## src/rtl/reg_access_ctrl_if.sv

```systemverilog
// Command/response bus between a requester and reg_access_ctrl.
// The master drives commands and accepts responses; the slave is the controller.
interface reg_access_ctrl_if #(
  parameter int unsigned DATA_W = 16
);
  logic              cmd_valid;
  logic              cmd_ready;
  logic [1:0]        cmd_op;
  logic [3:0]        cmd_addr;
  logic [DATA_W-1:0] cmd_data;
  logic              rsp_valid;
  logic              rsp_ready;
  logic [DATA_W-1:0] rsp_data;
  logic [3:0]        rsp_addr;
  logic              rsp_err;
  logic              rsp_last;

  modport master (
    output cmd_valid, cmd_op, cmd_addr, cmd_data, rsp_ready,
    input  cmd_ready, rsp_valid, rsp_data, rsp_addr, rsp_err, rsp_last
  );

  modport slave (
    input  cmd_valid, cmd_op, cmd_addr, cmd_data, rsp_ready,
    output cmd_ready, rsp_valid, rsp_data, rsp_addr, rsp_err, rsp_last
  );
endinterface

```

## src/rtl/reg_access_ctrl.sv

```systemverilog
// Register-bank access controller: read, write and full-bank dump commands.
// Define REG_ACC_ADDR_CHECK_EN to reject read/write addresses >= NUM_REGS early.
module reg_access_ctrl #(
  parameter int unsigned NUM_REGS = 14,
  parameter int unsigned DATA_W   = 16
) (
  input  logic              clk,
  input  logic              rst,
  reg_access_ctrl_if.slave  bus,
  output logic              rf_we,
  output logic [3:0]        rf_addr_wr,
  output logic [DATA_W-1:0] rf_data_wr,
  output logic [3:0]        rf_addr_rd1,
  output logic [3:0]        rf_addr_rd2,
  input  logic [DATA_W-1:0] rf_data_rd1,
  input  logic [DATA_W-1:0] rf_data_rd2
);

  typedef enum logic [2:0] {
    IDLE, WRITE, READ, DUMP_RD, DUMP_TX0, DUMP_TX1, RESP
  } state_t;

  localparam logic [3:0] LAST_IDX = 4'(NUM_REGS - 1);

  state_t            state_q, state_d;
  logic [3:0]        addr_q, addr_d;
  logic [DATA_W-1:0] data_q, data_d;
  logic [DATA_W-1:0] rd2_q, rd2_d;
  logic [3:0]        idx_q, idx_d;
  logic [DATA_W-1:0] rsp_data_q, rsp_data_d;
  logic [3:0]        rsp_addr_q, rsp_addr_d;
  logic              rsp_err_q, rsp_err_d;
  logic              rsp_last_q, rsp_last_d;

  assign bus.rsp_data = rsp_data_q;
  assign bus.rsp_addr = rsp_addr_q;
  assign bus.rsp_err  = rsp_err_q;
  assign bus.rsp_last = rsp_last_q;

  always_comb begin
    state_d       = state_q;
    addr_d        = addr_q;
    data_d        = data_q;
    rd2_d         = rd2_q;
    idx_d         = idx_q;
    rsp_data_d    = rsp_data_q;
    rsp_addr_d    = rsp_addr_q;
    rsp_err_d     = rsp_err_q;
    rsp_last_d    = rsp_last_q;
    bus.cmd_ready = 1'b0;
    bus.rsp_valid = 1'b0;
    rf_we         = 1'b0;
    rf_addr_wr    = '0;
    rf_data_wr    = '0;
    rf_addr_rd1   = '0;
    rf_addr_rd2   = '0;

    case (state_q)
      IDLE: begin
        bus.cmd_ready = !rst;
        if (bus.cmd_valid) begin
          addr_d = bus.cmd_addr;
          data_d = bus.cmd_data;
          case (bus.cmd_op)
            2'b00: state_d = READ;
            2'b01: state_d = WRITE;
            2'b10: begin
              idx_d   = '0;
              state_d = DUMP_RD;
            end
            default: begin
              rsp_data_d = '0;
              rsp_addr_d = bus.cmd_addr;
              rsp_err_d  = 1'b1;
              rsp_last_d = 1'b1;
              state_d    = RESP;
            end
          endcase
`ifdef REG_ACC_ADDR_CHECK_EN
          if ((bus.cmd_op == 2'b00 || bus.cmd_op == 2'b01) &&
              32'(bus.cmd_addr) >= NUM_REGS) begin
            rsp_data_d = '0;
            rsp_addr_d = bus.cmd_addr;
            rsp_err_d  = 1'b1;
            rsp_last_d = 1'b1;
            state_d    = RESP;
          end
`endif
        end
      end
      WRITE: begin
        // Gated by rst so a reset landing on this cycle aborts the write.
        rf_we      = !rst;
        rf_addr_wr = addr_q;
        rf_data_wr = data_q;
        rsp_data_d = data_q;
        rsp_addr_d = addr_q;
        rsp_err_d  = 1'b0;
        rsp_last_d = 1'b1;
        state_d    = RESP;
      end
      READ: begin
        rf_addr_rd1 = addr_q;
        rsp_data_d  = rf_data_rd1;
        rsp_addr_d  = addr_q;
        rsp_err_d   = 1'b0;
        rsp_last_d  = 1'b1;
        state_d     = RESP;
      end
      DUMP_RD: begin
        rf_addr_rd1 = idx_q;
        rf_addr_rd2 = idx_q + 4'd1;
        rsp_data_d  = rf_data_rd1;
        rsp_addr_d  = idx_q;
        rsp_err_d   = 1'b0;
        rsp_last_d  = (idx_q == LAST_IDX);
        rd2_d       = rf_data_rd2;
        state_d     = DUMP_TX0;
      end
      DUMP_TX0: begin
        bus.rsp_valid = 1'b1;
        if (bus.rsp_ready) begin
          // An odd bank ends on the rd1 half of the final pair.
          if (rsp_last_q) begin
            state_d = IDLE;
          end else begin
            rsp_data_d = rd2_q;
            rsp_addr_d = idx_q + 4'd1;
            rsp_last_d = ((idx_q + 4'd1) == LAST_IDX);
            state_d    = DUMP_TX1;
          end
        end
      end
      DUMP_TX1: begin
        bus.rsp_valid = 1'b1;
        if (bus.rsp_ready) begin
          if (rsp_last_q) begin
            state_d = IDLE;
          end else begin
            idx_d   = idx_q + 4'd2;
            state_d = DUMP_RD;
          end
        end
      end
      RESP: begin
        bus.rsp_valid = 1'b1;
        if (bus.rsp_ready) state_d = IDLE;
      end
      default: state_d = IDLE;
    endcase
  end

  always_ff @(posedge clk) begin
    if (rst) begin
      state_q    <= IDLE;
      addr_q     <= '0;
      data_q     <= '0;
      rd2_q      <= '0;
      idx_q      <= '0;
      rsp_data_q <= '0;
      rsp_addr_q <= '0;
      rsp_err_q  <= 1'b0;
      rsp_last_q <= 1'b0;
    end else begin
      state_q    <= state_d;
      addr_q     <= addr_d;
      data_q     <= data_d;
      rd2_q      <= rd2_d;
      idx_q      <= idx_d;
      rsp_data_q <= rsp_data_d;
      rsp_addr_q <= rsp_addr_d;
      rsp_err_q  <= rsp_err_d;
      rsp_last_q <= rsp_last_d;
    end
  end

endmodule
```

## src/flat_wrapper.sv

```systemverilog
// flat-port wrapper written by rule: the top's interface ports become plain ports
module reg_access_ctrl_flat 
#(
  parameter int unsigned NUM_REGS = 14,
  parameter int unsigned DATA_W   = 16
)
  (clk, rst, rf_we, rf_addr_wr, rf_data_wr, rf_addr_rd1, rf_addr_rd2, rf_data_rd1, rf_data_rd2, bus_cmd_valid, bus_cmd_op, bus_cmd_addr, bus_cmd_data, bus_rsp_ready, bus_cmd_ready, bus_rsp_valid, bus_rsp_data, bus_rsp_addr, bus_rsp_err, bus_rsp_last);
  reg_access_ctrl_if #(.DATA_W(DATA_W)) bus_i ();
  input  logic clk;
  input  logic rst;
  output logic rf_we;
  output logic [3:0] rf_addr_wr;
  output logic [DATA_W-1:0] rf_data_wr;
  output logic [3:0] rf_addr_rd1;
  output logic [3:0] rf_addr_rd2;
  input  logic [DATA_W-1:0] rf_data_rd1;
  input  logic [DATA_W-1:0] rf_data_rd2;
  input wire logic [$bits(bus_i.cmd_valid)-1:0] bus_cmd_valid;
  input wire logic [$bits(bus_i.cmd_op)-1:0] bus_cmd_op;
  input wire logic [$bits(bus_i.cmd_addr)-1:0] bus_cmd_addr;
  input wire logic [$bits(bus_i.cmd_data)-1:0] bus_cmd_data;
  input wire logic [$bits(bus_i.rsp_ready)-1:0] bus_rsp_ready;
  output wire logic [$bits(bus_i.cmd_ready)-1:0] bus_cmd_ready;
  output wire logic [$bits(bus_i.rsp_valid)-1:0] bus_rsp_valid;
  output wire logic [$bits(bus_i.rsp_data)-1:0] bus_rsp_data;
  output wire logic [$bits(bus_i.rsp_addr)-1:0] bus_rsp_addr;
  output wire logic [$bits(bus_i.rsp_err)-1:0] bus_rsp_err;
  output wire logic [$bits(bus_i.rsp_last)-1:0] bus_rsp_last;
  assign bus_i.cmd_valid = bus_cmd_valid;
  assign bus_i.cmd_op = bus_cmd_op;
  assign bus_i.cmd_addr = bus_cmd_addr;
  assign bus_i.cmd_data = bus_cmd_data;
  assign bus_i.rsp_ready = bus_rsp_ready;
  assign bus_cmd_ready = bus_i.cmd_ready;
  assign bus_rsp_valid = bus_i.rsp_valid;
  assign bus_rsp_data = bus_i.rsp_data;
  assign bus_rsp_addr = bus_i.rsp_addr;
  assign bus_rsp_err = bus_i.rsp_err;
  assign bus_rsp_last = bus_i.rsp_last;
  reg_access_ctrl #(.NUM_REGS(NUM_REGS), .DATA_W(DATA_W)) u_core (.clk(clk), .rst(rst), .bus(bus_i), .rf_we(rf_we), .rf_addr_wr(rf_addr_wr), .rf_data_wr(rf_data_wr), .rf_addr_rd1(rf_addr_rd1), .rf_addr_rd2(rf_addr_rd2), .rf_data_rd1(rf_data_rd1), .rf_data_rd2(rf_data_rd2));
endmodule
```

## config.mk

```make
export PLATFORM = sky130hd
export DESIGN_NAME = reg_access_ctrl_flat
export DESIGN_NICKNAME = d
export VERILOG_FILES = /design/src/rtl/reg_access_ctrl_if.sv /design/src/rtl/reg_access_ctrl.sv /design/src/flat_wrapper.sv
export SDC_FILE = /design/constraint.sdc
export NUM_CORES = 1
export LEC_CHECK = 0
export ABC_AREA = 1
export BUFFER_PORTS_ARGS = -buffer_cell sky130_fd_sc_hd__buf_2
export CORE_UTILIZATION = 25
export DETAILED_ROUTE_END_ITERATION = 7
export PLACE_DENSITY = 0.47
export SYNTH_ARGS = -nofsm -noshare
export SYNTH_HDL_FRONTEND = slang
export SYNTH_SLANG_ARGS = --single-unit
```

## constraint.sdc

```tcl
create_clock -name clk -period 1.94 [get_ports clk]
set_clock_uncertainty 0.1 [all_clocks]
set_input_delay 0.291 -clock clk [delete_from_list [all_inputs] [get_ports clk]]
set_output_delay 0.291 -clock clk [all_outputs]
set_load 0.01 [all_outputs]
```

# Word-level counts from Yosys, hierarchy flattened
# Index checks and enable logic that the tools add are counted.
word_totals:
  mem_count: 0
  out_inout_bits: 53
  latch_bits: 0
  rom_bits: 0
  mem_bits_rw: 0
  inputBits: 58
  word_cells: 84
  ff_bits: 65
classes:
  addsub: 2
  order_cmp: 0
  div_mod_pow: 0
  bitwise: 0
  mux: 36
  n_reduce_logical: 19
  n_shift: 0
  n_mul: 0
  n_eq_ne: 18
op_table:
  columns: ["operator", "count"]
  rows:
  - ["$mux W16", 5]
  - ["$pmux W16 S4", 1]
  - ["$mux W4", 10]
  - ["$pmux W3 S6", 1]
  - ["$ne A2 B2 Y1 const B", 8]
  - ["$pmux W4 S2", 2]
  - ["$pmux W4 S4", 1]
  - ["$mux W3", 5]
  - ["$reduce_and A5 Y1", 3]
  - ["$eq A3 B3 Y1 const B", 3]
  - ["$pmux W3 S3", 1]
  - ["$reduce_or A3 Y1", 3]
  - ["$eq A4 B4 Y1 const B", 2]
  - ["$reduce_and A4 Y1", 2]
  - ["$reduce_bool A4 Y1", 2]
  - ["$mux W1", 7]
  - ["$eq A3 B2 Y1 const B", 2]
  - ["$add A4 B1 Y4 const B", 1]
  - ["$add A4 B2 Y4 const B", 1]
  - ["$pmux W1 S4", 1]
  - ["$reduce_bool A2 Y1", 2]
  - ["$reduce_or A2 Y1", 2]
  - ["$eq A3 B1 Y1 const B", 1]
  - ["$logic_not A3 Y1", 1]
  - ["other kinds (8)", 8]

# Depth between registers and ports, before layout
# Gate-level depths: netlist of the first run.
logic_depth:
  depth_word: 5
  ltp_mapped: 9
  ltp_nobuf: 8

# Worst setup path after synthesis of the first run
# No wires, ideal clock.
synth_timing:
  kind: "register to output"
  start: "register u_core.state_q[2]"
  end: "output port rf_addr_rd1[1]"
  path_buffers: 1
  setup_slack_ns: 0.436
  path_stages_with_launch: 5
  t_required_ns: 1.549
  arrival_ns: 1.113
  path_cell_list: "dfxtp_1 inv_2 nand3_2 clkbuf_1 o22ai_1"
synth_via:
  elab_chain_len: 2
  word_cells_on_any_way: 3
  classes_between: "2 x eq/ne; 1 x mux"
synth_rtl:
  columns: ["item", "line", "source"]
  rows:
  - ["from (decl)", "reg_access_ctrl.sv:25", "state_t state_q, state_d;"]
  - ["from (signal assigned)", "reg_access_ctrl.sv:165", "state_q <= state_d;"]
  - ["$eq A3 B2 Y1", "reg_access_ctrl.sv:58", "case (state_q)"]
  - ["$pmux W4 S2 (*)", "reg_access_ctrl.sv:58", null]
  - ["to (decl)", "flat_wrapper.sv:14", "output logic [3:0] rf_addr_rd1;"]
# Every way passes the cells marked *; elsewhere a longest branch is shown, timed or not.

# Worst setup path in the final report of the first run
layout_timing:
  start: "register u_core.state_q[2]"
  end: "output port rf_data_wr[15]"
layout_via:
  elab_chain_len: 2
layout_rtl:
  columns: ["item", "line", "source"]
  rows:
  - ["$eq A3 B1 Y1", "reg_access_ctrl.sv:58", null]
  - ["$mux W16", "reg_access_ctrl.sv:58", null]
  - ["to (decl)", "flat_wrapper.sv:13", "output logic [DATA_W-1:0] rf_data_wr;"]
# Every way passes these cells.

==> flow_metrics.env, run 1 <==
export IMPL_fin_crit_sh_pct=95.37
export IMPL_grt_use_total_pct=16.18
export IMPL_slew_violations=0
export IMPL_fin_crit_ps=1850
export IMPL_place_inst=729
export IMPL_maxCapViolCount=0
export IMPL_cts_sinks=64
export IMPL_cts_path_max_buffers=2
export IMPL_antennaDiodeCount=0
export IMPL_crit_type="flop to output pin"
export IMPL_ys_types=26
export IMPL_worstSetupEndpointType="output pin"
export IMPL_grt_max_degree=27
export IMPL_syn_inst=461
export IMPL_vdd_drop_max_uv=560.5
export IMPL_hold_path_class="input port to flop"
export IMPL_grt_pass1_vias=3135
export IMPL_worstMarginPinSlew_ps=419.9
export IMPL_syn_to_final_growth_pct=35.40
export IMPL_syn_area_mm2=0.003110
export IMPL_post_cts_setup_buffers=0
export IMPL_setup_tns_final_ps=0
export IMPL_core_area_mm2=0.01206
export IMPL_die_h_um=113.5
export IMPL_stdcell_count=745
export IMPL_io_pins=111
export IMPL_power_per_cell_area_mw_per_mm2=1464
export IMPL_arrival_ps=1460
export IMPL_cp_max_fo=10
export IMPL_synth_top_area_cell="dfxtp_1"
export IMPL_die_area_mm2=0.01289
export IMPL_yosys_warnings=0
export IMPL_route_detailed_wl_per_inst_um=13.66
export IMPL_cp_top_family="buffers and inverters"
export IMPL_clk_pin_slew_ps=60
export IMPL_ys_seq_area_share_pct=41.19
export IMPL_cts_tree="done"
export IMPL_antenna_found_initial=0
export IMPL_drt_iter0_markers=196
export IMPL_synth_seq_cells=64
export IMPL_cp_cell_sequence="inv_4 > nand3_2 > buf_4 > nor2_1 > buf_2"
export IMPL_cp_start_kind="flop"
export IMPL_detailed_place_hpwl_mm=7.876
export IMPL_netlist_area_leader_share_pct=41.19
export IMPL_fmax_ghz=0.5405
export IMPL_cp_required_ps=1550
export IMPL_grt_pass1_wl_mm=15.90
export IMPL_p_leak_nw=2.079
export IMPL_root_buffer="clkbuf_16"
export IMPL_drtAntennaViolNets=0
export IMPL_place_congestion=0.8591
export IMPL_setup_viol=0
export IMPL_max_slew_margin_rel_pct=71.96
export IMPL_crit_slowest_cell="dfxtp_1"
export IMPL_cts_hold_buf=0
export IMPL_cts_buffers=9
export IMPL_max_stage_delay_ps=330
export IMPL_drc=0
export IMPL_nets=634
export IMPL_rsz0062_at_grt="no"
export IMPL_status="finished, final reports clean"
export IMPL_path_buf_inv=3
export IMPL_drive_gt1_share_pct=28.42
export IMPL_die_width_um=113.5
export IMPL_clock_latency_ps=330
export IMPL_hold_violations=0
export IMPL_globalRouteOverflowTotal=0
export IMPL_vias_per_cell=4.379
export IMPL_synth_area_leaders="dfxtp_1 (41%), nand2_1 (13%), nor2_1 (11%)"
export IMPL_start_util_pct=25.79
export IMPL_synth_avg_cell_area_um2=6.747
export IMPL_dr_total_vias=3262
export IMPL_finalWirelength_mm=10.18
export IMPL_drt_pass1_iter_count=4
export IMPL_row_count=40
export IMPL_cts_max_level=3
export IMPL_port_buffers=110
export IMPL_synth_nets=523
==> worst paths after layout <==
check	startpoint	to	slack, ps	depth (start not counted)
setup / recovery	u_core.state_q[2]$_SDFFE_PP0P_	rf_data_wr[15]	90	5
hold / removal	bus_cmd_data[7]	u_core.data_q[7]$_SDFFE_PP0P_	80	3
setup reg to reg	u_core.state_q[1]$_SDFFE_PP0P_	u_core.bus.rsp_data[15]$_SDFFE_PP0P_	170	9
hold reg to reg	u_core.bus.rsp_data[0]$_SDFFE_PP0P_	u_core.bus.rsp_data[0]$_SDFFE_PP0P_	360	2
==> per-layer routing <==
| layer | vias up | track usage (%) | part of all wire (%) |
|---|---|---|---|
| met5 | - | 0 | 0 |
| met4 | 0 | 6.316 | 1.7 |
| met3 | 12 | 5.207 | 6.2 |
| met2 | 73 | 22.52 | 42 |
| met1 | 1488 | 22.90 | 50 |
| li1 | 1689 | - | - |
==> cells by family after synthesis <==
logic type	share of synthesized area, %
simple gates	33.31
buf+inv	9.573
flops	41.19
xor+xnor	0.2816
compound gates	14.04
fa+ha+maj	1.609
==> synthesized netlist by cell type <==
cell / number
nand2_1: 108
nor2_1: 91
dfxtp_1: 64
o21ai_0: 46
inv_1: 38
nand3_1: 28
a21oi_1: 26
clkbuf_1: 7
buf_2: 6
nand3_2: 5
nand4_1: 5
a21oi_2: 4
buf_6: 4
ha_1: 4
inv_2: 4
nand2_2: 4
buf_4: 3
o22ai_1: 3
a21boi_0: 2
clkinv_1: 2
nor2_4: 2
buf_1: 1
clkbuf_2: 1
nor2_8: 1
o21bai_1: 1
xnor2_1: 1
==> worst reg2reg max path: stages (launching register included) <==
cell and delay, ps:
dfxtp_2 330, buf_6 140, nor2_8 180, nand2_2 70
nand2_2 70, nand4_1 330, buf_12 300, nand2_1 60
nand2_1 50, nor2_1 90
==> cells in the final DEF, fill, tap and decap left out, types with 2 or more instances in the layout <==
| cell type | n |
|---|---|
| buf_4 | 9 |
| nand3_2 | 5 |
| nor2_1 | 90 |
| dfxtp_1 | 62 |
| buf_2 | 110 |
| inv_1 | 37 |
| nand4_1 | 5 |
| inv_2 | 3 |
| nand3_1 | 27 |
| nor2_4 | 2 |
| bufinv_16 | 2 |
| o21ai_0 | 46 |
| clkinvlp_4 | 3 |
| a21boi_0 | 2 |
| ha_1 | 4 |
| o22ai_1 | 3 |
| a21oi_2 | 4 |
| nand2_2 | 4 |
| buf_6 | 2 |
| nand2_1 | 108 |
| a21oi_1 | 26 |
| clkbuf_16 | 9 |
| clkinv_4 | 2 |
==> through the flow <==
| step | setup slack [ps] | area [µm²] | power [W] | utilization [%] | hold WS, ps |
|---|---|---|---|---|---|
| floorplan | 435.5 | 3110 | 0.003611 | - | 260.1 |
| global placement | 130.7 | 3841 | 0.004354 | 31.85 | 348.4 |
| detailed placement | 92.79 | 3841 | 0.004356 | 31.85 | 352.5 |
| CTS | 20.22 | 4192 | 0.006180 | 34.75 | 74.24 |
| global route | 7.174 | 4212 | 0.006619 | 34.92 | 73.87 |
| finish | 89.75 | 4212 | 0.006164 | 34.92 | 82.63 |
==> power breakdown <==
group / leakage (nW) / switching [W] / internal, W / total [W]
clock: 0.155 / 0.000611 / 0.00116 / 0.00177
sequential: 0.524 / 0.000196 / 0.00166 / 0.00185
combinational: 1.40 / 0.00169 / 0.000850 / 0.00254
==> repair_timing <==
item | 4_1_cts | 5_1_grt
hold endpoints to repair | 0 | 0
gates resized for setup | 5 | 8
setup endpoints to repair | 28 | 11
pin swaps | 0 | 0
==> flip-flops by register name, indices dropped and copies added, names as in the netlist <==
name                 count
u_core.state_q           3
u_core.bus.rsp_err       1
u_core.addr_q            4
u_core.data_q           16
u_core.bus.rsp_data     16
u_core.rd2_q            16
u_core.idx_q             3
u_core.bus.rsp_last      1
u_core.bus.rsp_addr      4
==> area by class of cell <==
type	count	area, µm²
Sequential cell	64	1286
Timing Repair Buffer	122	660.6
Multi-Input combinational cell	331	1546
Tap cell	168	210.2
Clock inverter	6	92.59
Inverter	44	176.4
Fill cell	1344	7850
Clock buffer	10	239.0
Note: power is estimated with default switching activity, not from simulation.
==> inputs of run 2 (changes only) <==
Settings changed: REMOVE_ABC_BUFFERS set to 1.
==> run 2 against run 1 <==
Routed wire length rose by 2.6%. Cell area rose by 0.95%. Non-clock buffer count rose by 3. Fmax fell by 0.79%. Setup slack got worse by 15 ps. First-iteration DRC count fell by 38%. Register-to-register slack improved by 100 ps. Combinational power rose by 4%. Critical path depth fell by 1. Hold slack got worse by 1.4 ps. Sequential share of layout area fell by 0.29 points. Largest cell class unchanged.
==> flow_metrics.env, run 2 (synthesis results as in run 1) <==
export IMPL_maxCapViolCount=0
export IMPL_setup_tns_final_ps=0
export IMPL_route_detailed_wl_per_inst_um=13.95
export IMPL_setup_viol=0
export IMPL_max_slew_margin_rel_pct=67.11
export IMPL_root_buffer="clkbuf_16"
export IMPL_worstMarginPinSlew_ps=492.7
export IMPL_arrival_ps=1470
export IMPL_path_buf_inv=2
export IMPL_fmax_ghz=0.5362
export IMPL_start_util_pct=25.79
export IMPL_cts_max_level=3
export IMPL_cp_required_ps=1550
export IMPL_grt_pass1_vias=3190
export IMPL_crit_slowest_cell="dfxtp_2"
export IMPL_drtAntennaViolNets=0
export IMPL_finalWirelength_mm=10.45
export IMPL_power_per_cell_area_mw_per_mm2=1479
export IMPL_p_leak_nw=2.097
export IMPL_clk_pin_slew_ps=60
export IMPL_die_area_mm2=0.01289
export IMPL_syn_to_final_growth_pct=36.69
export IMPL_nets=638
export IMPL_detailed_place_hpwl_mm=7.641
export IMPL_cts_hold_buf=0
export IMPL_m1WireLength_mm=4.764
export IMPL_die_h_um=113.5
export IMPL_dr_total_vias=3303
export IMPL_grt_max_degree=28
export IMPL_port_buffers=110
export IMPL_max_stage_delay_ps=500
export IMPL_cts_path_max_buffers=2
export IMPL_clock_latency_ps=330
export IMPL_fin_crit_ps=1865
export IMPL_antenna_found_initial=0
export IMPL_drt_pass1_iter_count=4
export IMPL_core_area_mm2=0.01206
export IMPL_drt_iter0_markers=121
export IMPL_worstSetupEndpointType="output pin"
export IMPL_highest_layer="met4"
export IMPL_grt_use_total_pct=16.50
export IMPL_die_width_um=113.5
export IMPL_antennaDiodeCount=0
export IMPL_fin_crit_sh_pct=96.13
export IMPL_globalRouteOverflowTotal=0
export IMPL_cts_sinks=64
export IMPL_status="finished, final reports clean"
export IMPL_drc=0
export IMPL_wl_met2_mm=5.133
export IMPL_p_total_w=0.006288
export IMPL_dr_wl_met3_um=383
export IMPL_cp_max_fo=10
export IMPL_vias_per_cell=4.410
export IMPL_hold_violations=0
export IMPL_cp_cell_sequence="nand3_4 > buf_4 > nor2_1 > buf_2"
export IMPL_fillCellCount=1323
export IMPL_cp_start_kind="flop"
export IMPL_cp_top_family="flip-flops"
export IMPL_crit_type="flop to output pin"
export IMPL_io_pins=111
export IMPL_layout_common_cells="buf_2 (110), nand2_1 (106), nor2_1 (90), dfxtp_1 (62), o21ai_0 (46)"
export IMPL_cts_tree="done"
export IMPL_drive_gt1_share_pct=29.09
export IMPL_hold_path_class="input port to flop"
export IMPL_vdd_drop_max_uv=545.6
export IMPL_row_count=40
export IMPL_grt_pass1_wl_mm=16.36
export IMPL_layout_commonest_cell="buf_2"
export IMPL_rsz0062_at_grt="no"
export IMPL_slew_violations=0
export IMPL_place_congestion=0.8040
export IMPL_cts_buffers=9
run 2: cell count changes in the layout (fill, tap and decap cells not counted):
cell	before	now
buf_4	9	13
buf_6	2	0
clkinv_4	2	0
nand2_1	108	106
nand2_2	4	6
buf_12	1	2
clkinv_1	1	2
clkinvlp_4	3	4
inv_4	1	2
nand3_2	5	4
nand3_4	1	2
run 2: metal layers:
metal  track usage (%)  up-vias
met4             6.579        0
li1                  -     1705
met3             2.816       12
met2             27.97       65
met1             20.79     1521
met5                 0        -
run 2: final cells by class:
class | count | area (µm²) | share of cell area, %
Clock inverter | 6 | 91.34 | 2.148
Clock buffer | 10 | 239.0 | 5.621
Timing Repair inverter | 1 | 7.507 | 0.1766
Multi-Input combinational cell | 331 | 1559 | 36.67
Sequential cell | 64 | 1286 | 30.25
Tap cell | 168 | 210.2 | 4.944
Timing Repair Buffer | 125 | 688.2 | 16.19
Inverter | 44 | 170.2 | 4.002
run 2: worst min-delay path, cell delays in order:
cell    delay [ps]
buf_2           70
nor2_1          30
nor2_1          80
run 2: power by group:
| group | switching, W | internal (W) |
|---|---|---|
| clock network | 0.000619 | 0.00116 |
| registers | 0.000210 | 0.00166 |
| logic | 0.00173 | 0.000905 |
run 2: metrics by stage:
stage | utilization (%) | std cells | hold WS (ps) | area, µm² | setup WS, ps
detailed placement | 32.07 | 731 | 356.2 | 3869 | 117.2
finish | 35.25 | 749 | 81.23 | 4252 | 74.98
floorplan | - | 439 | 253.4 | 2978 | 125.1
global placement | 32.07 | 731 | 351.0 | 3869 | 128.0
CTS | 35.04 | 748 | 75.33 | 4227 | 32.96
global route | 35.25 | 749 | 97.34 | 4252 | 9.784
run 2: worst paths after layout:
| check | to | slack (ps) | cells after the start | startpoint |
|---|---|---|---|---|
| worst max-delay path | rf_addr_wr[0] | 70 | 4 | u_core.state_q[0]$_SDFFE_PP0P_ |
| worst min-delay path | u_core.data_q[5]$_SDFFE_PP0P_ | 80 | 3 | bus_cmd_data[5] |
| worst max register to register | u_core.bus.rsp_addr[2]$_SDFFE_PP0P_ | 270 | 7 | u_core.state_q[0]$_SDFFE_PP0P_ |
| worst min register to register | u_core.bus.rsp_data[10]$_SDFFE_PP0P_ | 370 | 2 | u_core.bus.rsp_data[10]$_SDFFE_PP0P_ |
run 2: timing repair:
item / CTS / global route
endpoints found under the setup margin: 23 / 10
buffers inserted: 0 / 1
gates cloned: 1 / 0
gates resized for setup: 7 / 5
==> inputs of run 3 (changes only) <==
Settings changed: GPL_TIMING_DRIVEN set to 0, SKIP_CTS_REPAIR_TIMING set to 1.
Clock period 1.94 ns to 2.2 ns, I/O delays scaled along.
==> run 3 against run 2 <==
Count of clock-buffer cells in the layout rose by 2. Largest power group unchanged. Clock power fell by 21%. Cell area fell by 3.1%. First-iteration DRC count rose by 3.3%. Flip-flop and latch count did not move. Sequential power fell by 9.6%. Cell count fell by 1.3%. Power fell by 16%. Critical path depth rose by 2. Critical endpoint is now rf_data_wr[10].
==> flow_metrics.env, run 3 (synthesis results as in run 1) <==
export IMPL_r2r_start="u_core.state_q[0]$_SDFFE_PP0P_"
export IMPL_final_util_pct=34.16
export IMPL_p_total_w=0.005262
export IMPL_fmax_ghz=0.4836
export IMPL_detailed_place_hpwl_mm=6.842
export IMPL_max_stage_delay_ps=410
export IMPL_r2r_cells=6
export IMPL_finalWirelength_mm=10.71
export IMPL_slew_violations=0
export IMPL_antennaDiodeCount=0
export IMPL_cts_sinks=64
export IMPL_start_util_pct=25.79
export IMPL_row_count=40
export IMPL_drtAntennaViolNets=0
export IMPL_power_per_cell_area_mw_per_mm2=1277
export IMPL_vdd_drop_max_uv=427.6
export IMPL_cts_max_level=3
export IMPL_nets=628
export IMPL_cts_buffers=9
export IMPL_fillCellCount=1347
export IMPL_cts_path_max_buffers=2
export IMPL_dr_total_vias=3225
export IMPL_maxCapViolCount=0
export IMPL_reg2reg_slack_ps=210
export IMPL_drive_gt1_share_pct=27.67
export IMPL_syn_to_final_growth_pct=32.46
export IMPL_cp_cell_sequence="inv_4 > nand3_4 > inv_6 > nand2_1 > inv_1 > buf_2"
export IMPL_status="finished, final reports clean"
export IMPL_cp_max_fo=14
export IMPL_drt_iter0_markers=125
export IMPL_setup_ws_ps=132.3
export IMPL_cp_startpoint="u_core.state_q[2]$_SDFFE_PP0P_"
export IMPL_layout_common_cells="buf_2 (110), nand2_1 (108), nor2_1 (91), dfxtp_1 (61), o21ai_0 (46)"
export IMPL_die_area_mm2=0.01289
export IMPL_register_area_mm2=0.001285
export IMPL_root_buffer="clkbuf_16"
export IMPL_clock_latency_ps=330
export IMPL_multi_input_area_mm2=0.001568
export IMPL_setup_tns_final_ps=0
export IMPL_worstMarginPinSlew_ps=1189
export IMPL_fin_crit_ps=2068
export IMPL_grt_max_degree=43
export IMPL_grt_use_total_pct=16.13
export IMPL_globalRouteOverflowTotal=0
export IMPL_hold_path_class="input port to flop"
export IMPL_grt_pass1_vias=3023
export IMPL_setup_viol=0
export IMPL_die_h_um=113.5
export IMPL_drc=0
export IMPL_grt_pass1_wl_mm=15.76
export IMPL_fin_crit_sh_pct=93.98
export IMPL_crit_slowest_cell="dfxtp_2"
export IMPL_io_pins=111
export IMPL_drt_pass1_iter_count=4
export IMPL_place_congestion=0.7884
export IMPL_cp_start_kind="flop"
export IMPL_arrival_ps=1640
export IMPL_cts_tree="done"
export IMPL_max_slew_margin_rel_pct=20.63
export IMPL_crit_type="flop to output pin"
export IMPL_antenna_found_initial=0
export IMPL_place_inst=717
export IMPL_worstSetupEndpointType="output pin"
export IMPL_route_detailed_wl_per_inst_um=14.49
export IMPL_cp_required_ps=1770
export IMPL_clk_pin_slew_ps=60
export IMPL_p_leak_nw=2.019
export IMPL_vias_per_cell=4.364
export IMPL_worstHoldPathCells=3
export IMPL_hold_violations=0
export IMPL_hp_start="bus_cmd_data[6]"
export IMPL_core_area_mm2=0.01206
export IMPL_layout_commonest_cell="buf_2"
export IMPL_place_ws_ps=-610.2
export IMPL_stdcell_count=739
export IMPL_die_width_um=113.5
export IMPL_port_buffers=110
run 3: changes by cell type in the layout (fill, tap and decap cells not counted), sizes merged:
cell	delta
clkbuf	+2
nand4	+1
buf	-11
nand3	+1
bufinv	-2
clkinvlp	+1
inv	-1
clkinv	-1
run 3: cell type report:
type / count / share of cell area [%]
clock inverters: 4 / 0.6681
multi-input cells: 333 / 38.05
well taps: 168 / 5.102
flip-flops and latches: 64 / 31.19
clock buffers: 12 / 6.468
repair buffers: 114 / 14.09
inverters: 44 / 4.434
run 3: worst paths after layout:
kind	to
setup / recovery	rf_data_wr[10]
hold / removal	u_core.data_q[6]$_SDFFE_PP0P_
setup reg to reg	u_core.bus.rsp_addr[1]$_SDFFE_PP0P_
hold reg to reg	u_core.bus.rsp_data[1]$_SDFFE_PP0P_
run 3: through the flow:
| stage | area [µm²] | hold WS (ps) |
|---|---|---|
| after global routing | 4120 | 120.8 |
| final | 4120 | 110.1 |
| after global placement | 3739 | 350.7 |
| after CTS | 4033 | 105.9 |
| after detailed placement | 3739 | 353.7 |
| after floorplan | 2978 | 292.4 |
run 3: critical path, delay by kind of cell (launching register included):
kind	cells	cell delay [ps]
simple gates	2	300
flops	1	410
buf+inv	4	580
run 3: layer usage:
| metal | track usage (%) | vias up | share of wire [%] | wire length (µm) |
|---|---|---|---|---|
| met5 | 0 | - | 0 | 0 |
| met4 | 5.175 | 0 | 1.3 | 140 |
| met3 | 3.985 | 12 | 4.9 | 529 |
| met2 | 26.99 | 72 | 49 | 5295 |
| met1 | 20.30 | 1458 | 44 | 4746 |
| li1 | - | 1683 | - | - |
run 3: report_power, final:
part | internal [W] | total (W) | switching, W
Combinational | 0.000649 | 0.00216 | 0.00151
Clock | 0.000853 | 0.00141 | 0.000555
Sequential | 0.00146 | 0.00169 | 0.000233
